===== config.mk =====
export PLATFORM = sky130hd
export DESIGN_NAME = ssd_scan_controller
export DESIGN_NICKNAME = d
export VERILOG_FILES = /design/src/rtl/ssd_scan_controller_pkg.sv /design/src/rtl/ssd_scan_controller_encode.sv /design/src/rtl/ssd_scan_controller.sv
export SDC_FILE = /design/constraint.sdc
export NUM_CORES = 1
export LEC_CHECK = 0
export BUFFER_PORTS_ARGS = -buffer_cell sky130_fd_sc_hd__buf_2
export CAP_MARGIN = 30
export CORE_MARGIN = 5
export CORE_UTILIZATION = 40
export DETAILED_ROUTE_END_ITERATION = 7
export PLACE_DENSITY = 0.62
export SLEW_MARGIN = 20
export SYNTH_ARGS = -nofsm -noshare
export SYNTH_HDL_FRONTEND = slang
export SYNTH_SLANG_ARGS = --single-unit

===== constraint.sdc =====
create_clock -name stateClk -period 7.15 [get_ports stateClk]
set_clock_uncertainty 0.05 [all_clocks]
set_input_delay 0.3575 -clock stateClk [delete_from_list [all_inputs] [get_ports stateClk]]
set_output_delay 0.3575 -clock stateClk [all_outputs]
set_load 0.03 [all_outputs]

===== src/rtl/ssd_scan_controller_pkg.sv =====
// Shared constants for the seven-segment scan controller: hex glyphs, blank pattern, pin polarity.
// Glyphs are packed abcdefg with segment a in bit 6; a 0 bit lights the segment.
package ssd_scan_controller_pkg;

  localparam logic       SEG_ON    = 1'b0;
  localparam logic       AN_OFF    = 1'b1;
  localparam logic       DP_OFF    = 1'b1;
  localparam logic [6:0] SEG_BLANK = 7'h7F;

  localparam logic [6:0] SEG_0 = 7'b0000001;
  localparam logic [6:0] SEG_1 = 7'b1001111;
  localparam logic [6:0] SEG_2 = 7'b0010010;
  localparam logic [6:0] SEG_3 = 7'b0000110;
  localparam logic [6:0] SEG_4 = 7'b1001100;
  localparam logic [6:0] SEG_5 = 7'b0100100;
  localparam logic [6:0] SEG_6 = 7'b0100000;
  localparam logic [6:0] SEG_7 = 7'b0001111;
  localparam logic [6:0] SEG_8 = 7'b0000000;
  localparam logic [6:0] SEG_9 = 7'b0000100;
  localparam logic [6:0] SEG_A = 7'b0001000;
  localparam logic [6:0] SEG_B = 7'b1100000;
  localparam logic [6:0] SEG_C = 7'b0110001;
  localparam logic [6:0] SEG_D = 7'b1000010;
  localparam logic [6:0] SEG_E = 7'b0110000;
  localparam logic [6:0] SEG_F = 7'b0111000;

  localparam logic [15:0][6:0] SEG_TABLE = {
    SEG_F, SEG_E, SEG_D, SEG_C, SEG_B, SEG_A, SEG_9, SEG_8,
    SEG_7, SEG_6, SEG_5, SEG_4, SEG_3, SEG_2, SEG_1, SEG_0
  };

endpackage


===== src/rtl/ssd_scan_controller_encode.sv =====
// Hex nibble to active-low seven-segment glyph (the existing ssd_encode table).
module ssd_encode
  import ssd_scan_controller_pkg::*;
(
  input  logic [3:0] hex,
  output logic [6:0] seg
);

  assign seg = SEG_TABLE[hex];

endmodule


===== src/rtl/ssd_scan_controller.sv =====
// N-digit multiplexed seven-segment driver with double-buffered digit data, PWM brightness,
// per-digit blink and a frame-done pulse. All pin outputs are registered and active-low.
module ssd_scan_controller
  import ssd_scan_controller_pkg::*;
#(
  parameter int DIGITS     = 8,
  parameter int PRESCALE_W = 16,
  parameter int BRIGHT_W   = 4,
  parameter int BLINK_W    = 6
) (
  input  logic                  stateClk,
  input  logic                  rst,
  input  logic                  load,
  input  logic [4*DIGITS-1:0]   digits,
  input  logic [DIGITS-1:0]     dp,
  input  logic [DIGITS-1:0]     enable,
  input  logic [DIGITS-1:0]     blink,
  input  logic [BRIGHT_W-1:0]   brightness,
  output logic [6:0]            seg,
  output logic                  dp_n,
  output logic [DIGITS-1:0]     an,
  output logic                  frame_done
);

  localparam int IDX_W = (DIGITS > 1) ? $clog2(DIGITS) : 1;
  localparam logic [IDX_W-1:0] IDX_LAST = IDX_W'(DIGITS - 1);

  logic [PRESCALE_W-1:0] cnt;
  logic [IDX_W-1:0]      idx;
  logic [BLINK_W-1:0]    blink_cnt;

  // Pending buffer is written by load; active buffer only changes on a frame boundary.
  logic [4*DIGITS-1:0]   pend_dig, act_dig;
  logic [DIGITS-1:0]     pend_dp, pend_en, pend_bl;
  logic [DIGITS-1:0]     act_dp, act_en, act_bl;
  logic                  pend;

  logic                  slot_end, boundary, lit, show;
  logic [3:0]            cur_hex;
  logic [6:0]            cur_seg;

  assign slot_end = &cnt;
  assign boundary = slot_end && (idx == IDX_LAST);

  always_ff @(posedge stateClk or posedge rst) begin
    if (rst) begin
      cnt       <= '0;
      idx       <= '0;
      blink_cnt <= '0;
    end else begin
      cnt <= cnt + 1'b1;
      if (slot_end)
        idx <= (idx == IDX_LAST) ? '0 : idx + 1'b1;
      if (boundary)
        blink_cnt <= blink_cnt + 1'b1;
    end
  end

  // A load landing on the boundary cycle bypasses the pending buffer so it shows from the next idx 0.
  always_ff @(posedge stateClk or posedge rst) begin
    if (rst) begin
      pend_dig <= '0;
      pend_dp  <= '0;
      pend_en  <= '0;
      pend_bl  <= '0;
      act_dig  <= '0;
      act_dp   <= '0;
      act_en   <= '0;
      act_bl   <= '0;
      pend     <= 1'b0;
    end else if (load && boundary) begin
      act_dig <= digits;
      act_dp  <= dp;
      act_en  <= enable;
      act_bl  <= blink;
      pend    <= 1'b0;
    end else if (load) begin
      pend_dig <= digits;
      pend_dp  <= dp;
      pend_en  <= enable;
      pend_bl  <= blink;
      pend     <= 1'b1;
    end else if (boundary && pend) begin
      act_dig <= pend_dig;
      act_dp  <= pend_dp;
      act_en  <= pend_en;
      act_bl  <= pend_bl;
      pend    <= 1'b0;
    end
  end

  assign cur_hex = act_dig[4*idx +: 4];
  assign lit     = (cnt[PRESCALE_W-1 -: BRIGHT_W] <= brightness);
  assign show    = act_en[idx] && lit && !(act_bl[idx] && blink_cnt[BLINK_W-1]);

  ssd_encode u_encode (
    .hex (cur_hex),
    .seg (cur_seg)
  );

  always_ff @(posedge stateClk or posedge rst) begin
    if (rst) begin
      an         <= {DIGITS{AN_OFF}};
      seg        <= SEG_BLANK;
      dp_n       <= DP_OFF;
      frame_done <= 1'b0;
    end else begin
      an         <= show ? ~(DIGITS'(1) << idx) : {DIGITS{AN_OFF}};
      seg        <= show ? cur_seg : SEG_BLANK;
      dp_n       <= show ? ~act_dp[idx] : DP_OFF;
      frame_done <= boundary;
    end
  end

endmodule

==> results of run 1 <==
worst max-delay path: stages (launching register included):
cell	delay, ns
dfrtp_1	0.66
ha_1	0.38
ha_1	0.34
nand3_4	0.15
clkinv_2	0.69
nor2_4	0.68
buf_16	0.23
buf_4	0.50
mux2_2	0.40
synth_stat cells, types with 3 or more instances:
library cell | number | area (um^2)
mux2_2 | 20 | 225
o22ai_1 | 45 | 282
a21oi_1 | 16 | 80.1
nand4_1 | 10 | 62.6
dfrtp_1 | 139 | 3480
ha_1 | 18 | 225
buf_6 | 5 | 56.3
buf_2 | 13 | 65.1
nor2_1 | 17 | 63.8
inv_1 | 37 | 139
o21ai_0 | 26 | 130
buf_1 | 3 | 11.3
nand3_1 | 33 | 165
clkbuf_1 | 20 | 75.1
xor2_1 | 3 | 26.3
nor2b_1 | 5 | 31.3
o221ai_1 | 4 | 35.0
mux2i_1 | 4 | 40.0
and3_1 | 4 | 25.0
mux4_2 | 14 | 315
o211ai_1 | 3 | 22.5
a2bb2oi_1 | 40 | 350
xnor2_1 | 17 | 149
mux2_4 | 40 | 601
nand2_1 | 30 | 113
dfstp_2 | 16 | 420
layer usage:
| layer | track usage, % | vias to the layer above | routed length [um] |
|---|---|---|---|
| met3 | 4.17 | 13 | 747 |
| met4 | 4.80 | 0 | 191 |
| met1 | 21.7 | 2467 | 7830 |
| met5 | 0 | - | 0 |
| li1 | - | 2324 | - |
| met2 | 24.1 | 99 | 7860 |
registers in the layout, summed over array words and instances, names as in the netlist:
name,flops
act_dig,32
pend_dig,32
cnt,16
act_bl,8
act_dp,8
act_en,8
an,8
pend_bl,8
pend_dp,8
pend_en,8
seg,7
blink_cnt,6
idx,3
dp_n,1
frame_done,1
pend,1
where the power goes:
| group | switching (mW) | internal [mW] |
|---|---|---|
| registers | 0.0274 | 0.928 |
| clock network | 0.374 | 0.566 |
| logic | 0.0927 | 0.0948 |
cells in the final DEF (no fill, tap or decap), drive strengths merged:
cell type and count:
inv 43, o21ai 27, clkinv 4, nor3 1, clkbuf 23, mux4 14
buf 87, and2 1, dfrtp 139, mux2 60, mux2i 4, a21oi 16
ha 18, dfstp 16, nand3b 1, o211a 1, nor4 2, dlygate4sd3 1
bufinv 1, xnor2 17, o22ai 45, o211ai 3, o221ai 4, nand3 34
nor2b 5, nor2 17, a211oi 2, and3 4, nand2b 2, nand4 11
nand2 30, o311ai 1, a31oi 2, and4 2, xor2 3, a2bb2oi 40
logic make-up (layout without fill, tap and decap cells):
kind of cell    count (synthesis)  count (layout)
xor+xnor                       20              20
fa+ha+maj                      18              18
simple gates                  110             110
compound gates                141             141
mux                            78              78
buf+inv                        79             159
flops                         155             155
metrics by stage:
| stage | instances | hold WS, ns | cell area (um^2) | setup WS [ns] |
|---|---|---|---|---|
| after floorplan | 601 | 0.387 | 7360 | 2.59 |
| after global placement | 873 | 0.404 | 7890 | 2.77 |
| after detailed placement | 874 | 0.425 | 7920 | 2.55 |
| after CTS | 907 | 0.103 | 8550 | 2.55 |
| after global routing | 910 | 0.116 | 8590 | 2.58 |
| final | 910 | 0.120 | 8590 | 2.89 |
path summary, 6_finish.rpt:
kind	from	end	slack (ns)	depth (start not counted)
min reg2reg	blink_cnt[4]	blink_cnt[4]	0.43	1
min in group asynchronous	rst	act_dp[3]	0.51	3
min	blink[5]	pend_bl[5]	0.12	2
max in group asynchronous	rst	act_dig[24]	5.36	5
max	idx[0]	pend_dig[18]	2.89	8
max reg2reg	idx[0]	pend_dig[18]	2.89	8
repair_timing:
item | in CTS | in global routing
hold buffers | 1 | 0
endpoints found under the setup margin | 0 | 0
endpoints found under the hold margin | 54 | 0
gates resized for setup | 0 | 0
final cells by class:
cell class	count	area (um^2)
clock buffers	22	529
clock inverters	10	95.1
fillers	1646	9430
inverters	38	149
multi-input cells	367	3120
flip-flops and latches	155	3900
well taps	229	287
repair buffers	89	510
==> reports/metrics.csv, run 1 <==
stage,metric,value,unit
clock_tree,Max Buffers Root-to-Sink,2,
synthesis,number of instances in the synthesized netlist,601,
final_layout,Area growth syn-to-layout,16.7,%
clock_tree,H-tree depth reported by CTS,4,
synthesis,synthesized netlist net count,682,
synthesis,ys flop type,dfrtp_1,
timing,total count of max-transition violations in the final report,0,
die,starting density of the core,40.9,%
run_status,status,completed,
detailed_routing,number of search-and-repair iterations in the first detailed-routing pass,6,
final_layout,ratio of cells with drive above 1 in the final layout,32.0,%
detailed_routing,number of vias after detailed routing,4903,
power_and_ir_drop,final total power,2.08,mW
die,core outline area,0.0180,mm^2
die,floorplan die height,146,um
synthesis,adder and majority gate portion of the synthesized area,3.06,%
timing,setup repair after global routing missed its margin,no,
worst_setup_path,kind of start point of the critical path,flip-flop,
synthesis,Synth Register Bits,155,
synthesis,area fraction in compound gates after synthesis,13.0,%
clock_tree,cell at the root of the clock tree,clkbuf_16,
final_layout,Final #Nets,749,
detailed_routing,initial DRC count,304,
power_and_ir_drop,highest ir drop seen on vdd,175,uV
worst_setup_path,WS Path Type,reg -> reg,
grt,global route overflow,0,
timing,peak clock frequency supported by timing,235,MHz
clock_tree,count of buffers added by post-CTS timing repair for setup,0,
timing,Tmin final,4.26,ns
detailed_routing,final antenna-violating net count,0,
die,io pins,80,
worst_setup_path,data arrival time at the worst-slack endpoint,4.51,ns
synthesis,combinational family with the most area after synthesis,multiplexers,
timing,slew at the pin closest to its max-slew limit,0.892,ns
synthesis,"FFs w/ async S/R, synth",100,%
grt,first-pass GRT wire length,27300,um
final_layout,Diodes inserted,0,
synthesis,post-synthesis cell type count,42,
grt,number of antenna violations at the first check in global routing,0,
synthesis,Simple-Gate Fraction of Synth Area,7.82,%
grt,via count of the first global-routing pass,5203,
clock_tree,clock insertion delay at the later pin of the skew report,0.43,ns
placement,total of buffers placed on input and output ports,79,
timing,final sum of negative setup slack,0,ns
die,DIE WIDTH,146,um
hold_path,worst hold-check path type,in -> reg,
detailed_routing,number of vias per cell after detailed routing,5.39,
clock_tree,number of clock sinks seen by CTS,155,
grt,maximum number of pins on one net before global-route repair,78,
placement,HPWL after detailed placement,11500,um
timing,count of endpoints failing hold in the final timing report,0,
worst_setup_path,endpoint kind of the worst setup timing path,flip-flop,
final_layout,fraction of the core area covered by cells at the end of the flow,47.7,%
worst_setup_path,data required time of the worst path,7.41,ns
synthesis,number of flops mapped to enable cells by yosys,0,
clock_tree,CTS tree,done,
synthesis,Post-Syn Area per Cell,12.3,um^2
die,die area,0.0212,mm^2
timing,"Period Utilization, post-route",59.5,%
job,# Max-Cap Violations,0,
timing,Slew HR,40.4,%
worst_setup_path,"Max FO, Critical Path",64,
synthesis,total standard cell area after synthesis,0.00736,mm^2
synthesis,sequential fraction of the synthesis area,52.9,%
detailed_routing,post-DR wirelength/cell,18.3,um
clock_tree,clock slew at the register clock pins of the worst setup and hold paths,0.07,ns
grt,total global routing track utilization,15.6,%
die,placement row count,49,
synthesis,parity-gate share of the synthesized area counting xor and xnor cells,2.38,%
synthesis,Synth Warn #,0,
placement,Placer Congestion,0.805,
detailed_routing,total routed wirelength,16600,um
synthesis,multiplexer share of the synthesized area,16.0,%
timing,final setup vio count,0,
clock_tree,Num CTS Buffers,17,
power_and_ir_drop,power density of the placed cells,242,mW/mm^2
power_and_ir_drop,leakage power of the design,3.94,nW
detailed_routing,DRC errors left,0,
Power figures use the tool's default switching activity.
==> inputs of run 2 (changes only) <==
==> constraint.sdc (replaced) <==
create_clock -name stateClk -period 4.4 [get_ports stateClk]
set_clock_uncertainty 0.05 [all_clocks]
set_input_delay 0.22 -clock stateClk [delete_from_list [all_inputs] [get_ports stateClk]]
set_output_delay 0.22 -clock stateClk [all_outputs]
set_load 0.03 [all_outputs]
==> reports/metrics.csv, run 2 (synthesized netlist as in run 1, its figures left out) <==
stage,metric,value,unit
run_status,status,completed,
timing,Slew HR,43.0,%
final_layout,"top library cells by usage in the layout, fill and taps aside","dfrtp_1 (139), buf_2 (81), o22ai_1 (45)",
grt,number of antenna violations at the first check in global routing,0,
clock_tree,Num CTS Buffers,17,
placement,total of buffers placed on input and output ports,79,
worst_setup_path,data arrival time at the worst-slack endpoint,3.33,ns
timing,count of endpoints failing hold in the final timing report,0,
clock_tree,number of clock sinks seen by CTS,155,
placement,Placer Congestion,0.772,
die,core outline area,0.0180,mm^2
detailed_routing,initial DRC count,384,
power_and_ir_drop,highest ir drop seen on vdd,273,uV
clock_tree,Max Buffers Root-to-Sink,2,
placement,HPWL after detailed placement,11200,um
die,floorplan die height,146,um
final_layout,Diodes inserted,0,
detailed_routing,total routed wirelength,16600,um
power_and_ir_drop,power density of the placed cells,391,mW/mm^2
hold_path,worst hold-check path type,in -> reg,
worst_setup_path,"Max FO, Critical Path",21,
final_layout,Area growth syn-to-layout,22.7,%
timing,final sum of negative setup slack,0,ns
die,die area,0.0212,mm^2
worst_setup_path,"Largest delay share family, worst path",simple AND/OR/NAND/NOR gates,
power_and_ir_drop,final total power,3.54,mW
detailed_routing,number of vias after detailed routing,5110,
die,DIE WIDTH,146,um
worst_setup_path,library cell contributing the largest single delay on the critical path,dfrtp_1,
worst_setup_path,kind of start point of the critical path,flip-flop,
worst_setup_path,data required time of the worst path,4.68,ns
grt,global route overflow,0,
worst_setup_path,worst path cell trace,ha_1 -> ha_1 -> nand3_4 -> nor2_2 -> buf_4 -> a2bb2oi_1,
timing,setup repair after global routing missed its margin,no,
clock_tree,H-tree depth reported by CTS,4,
final_layout,biggest registers after layout,"act_dig x32, pend_dig x32, cnt x16",
die,starting density of the core,40.9,%
clock_tree,cell at the root of the clock tree,clkbuf_16,
grt,via count of the first global-routing pass,5289,
timing,Tmin final,3.05,ns
die,io pins,80,
timing,final setup vio count,0,
clock_tree,clock insertion delay at the later pin of the skew report,0.42,ns
clock_tree,hold bufs inserted after CTS,41,
detailed_routing,post-DR wirelength/cell,17.4,um
clock_tree,CTS tree,done,
job,# Max-Cap Violations,0,
timing,peak clock frequency supported by timing,328,MHz
detailed_routing,number of search-and-repair iterations in the first detailed-routing pass,5,
worst_setup_path,count of buffer and inverter cells on the critical path,1,
final_layout,# fillers,1607,
clock_tree,clock slew at the register clock pins of the worst setup and hold paths,0.06,ns
clock_tree,count of cells resized by post-cts repair,0,
worst_setup_path,WS Path Type,reg -> reg,
final_layout,Final #Nets,791,
detailed_routing,DRC errors left,0,
grt,total global routing track utilization,15.8,%
timing,total count of max-transition violations in the final report,0,
timing,slew at the pin closest to its max-slew limit,0.854,ns
final_layout,ratio of cells with drive above 1 in the final layout,30.4,%
clock_tree,count of buffers added by post-CTS timing repair for setup,0,
worst_setup_path,endpoint kind of the worst setup timing path,flip-flop,
worst_setup_path,CP max stage delay,0.76,ns
timing,"Period Utilization, post-route",69.3,%
detailed_routing,final antenna-violating net count,0,
die,placement row count,49,
power_and_ir_drop,leakage power of the design,4.10,nW
worst_setup_path,most frequent cell on the critical path,ha_1,
grt,maximum number of pins on one net before global-route repair,111,
detailed_routing,number of vias per cell after detailed routing,5.37,
final_layout,most frequent standard cell in the layout excluding fill and tap cells,dfrtp_1,
grt,first-pass GRT wire length,27500,um
==> run 2: cell types whose count changed in the layout (fill, tap and decap cells not counted), moves of 4 or more <==
cell,before,now
dlygate4sd3_1,1,41
bufinv_16,1,6
clkinvlp_4,0,5
clkbuf_16,21,17
inv_4,4,0
==> run 2: cell type report <==
type                       instances  area [um^2]  area share, %
clock buffer                      18          429           4.75
clock inverter                    14          241           2.67
inverter                          38          148           1.63
multi-input combinational        367         3120           34.6
sequential                       155         3900           43.2
tap                              229          287           3.17
timing repair buffer             131          908           10.1
==> run 2: metrics by stage <==
stage	setup slack (ns)	util, %	cells	cell area, um^2	hold WS [ns]
floorplan	2.12	-	601	7370	0.300
global placement	1.50	44.0	876	7920	0.397
detailed placement	1.33	44.0	876	7920	0.416
CTS	1.30	50.0	949	9000	0.00120
global route	1.07	50.1	952	9030	0.00429
finish	1.35	50.1	952	9030	0.0124
==> run 2: path summary, 6_finish.rpt <==
| kind | from | end | slack [ns] | cells past startpoint |
|---|---|---|---|---|
| min in group asynchronous | rst | an[1] | 0.50 | 3 |
| max in group asynchronous | rst | pend_en[0] | 2.95 | 5 |
| max reg2reg | idx[1] | act_dig[9] | 1.35 | 6 |
| min | blink[0] | pend_bl[0] | 0.01 | 2 |
| min reg2reg | cnt[0] | cnt[0] | 0.42 | 1 |
| max | idx[1] | act_dig[9] | 1.35 | 6 |
==> run 2: worst register-to-register path: cells and delay by family (launching register included) <==
kind	cells	cell delay (ns)
AO/OA/AOI/OAI	1	0.21
adder cells (fa/ha/maj)	2	0.72
buffers and inverters	1	0.40
flip-flops	1	0.76
AND/OR/NAND/NOR	2	0.83
==> run 2: power by group <==
group	switching, mW	internal, mW
logic	0.154	0.175
registers	0.0430	1.51
clock network	0.590	1.07
==> run 2: routing by layer <==
| layer | GRT usage (%) | routed length (um) | part of all wire [%] |
|---|---|---|---|
| met1 | 22.6 | 7870 | 47 |
| met2 | 23.6 | 7680 | 46 |
| met3 | 3.96 | 808 | 4.9 |
| met4 | 5.27 | 203 | 1.2 |
| met5 | 0 | 0 | 0 |
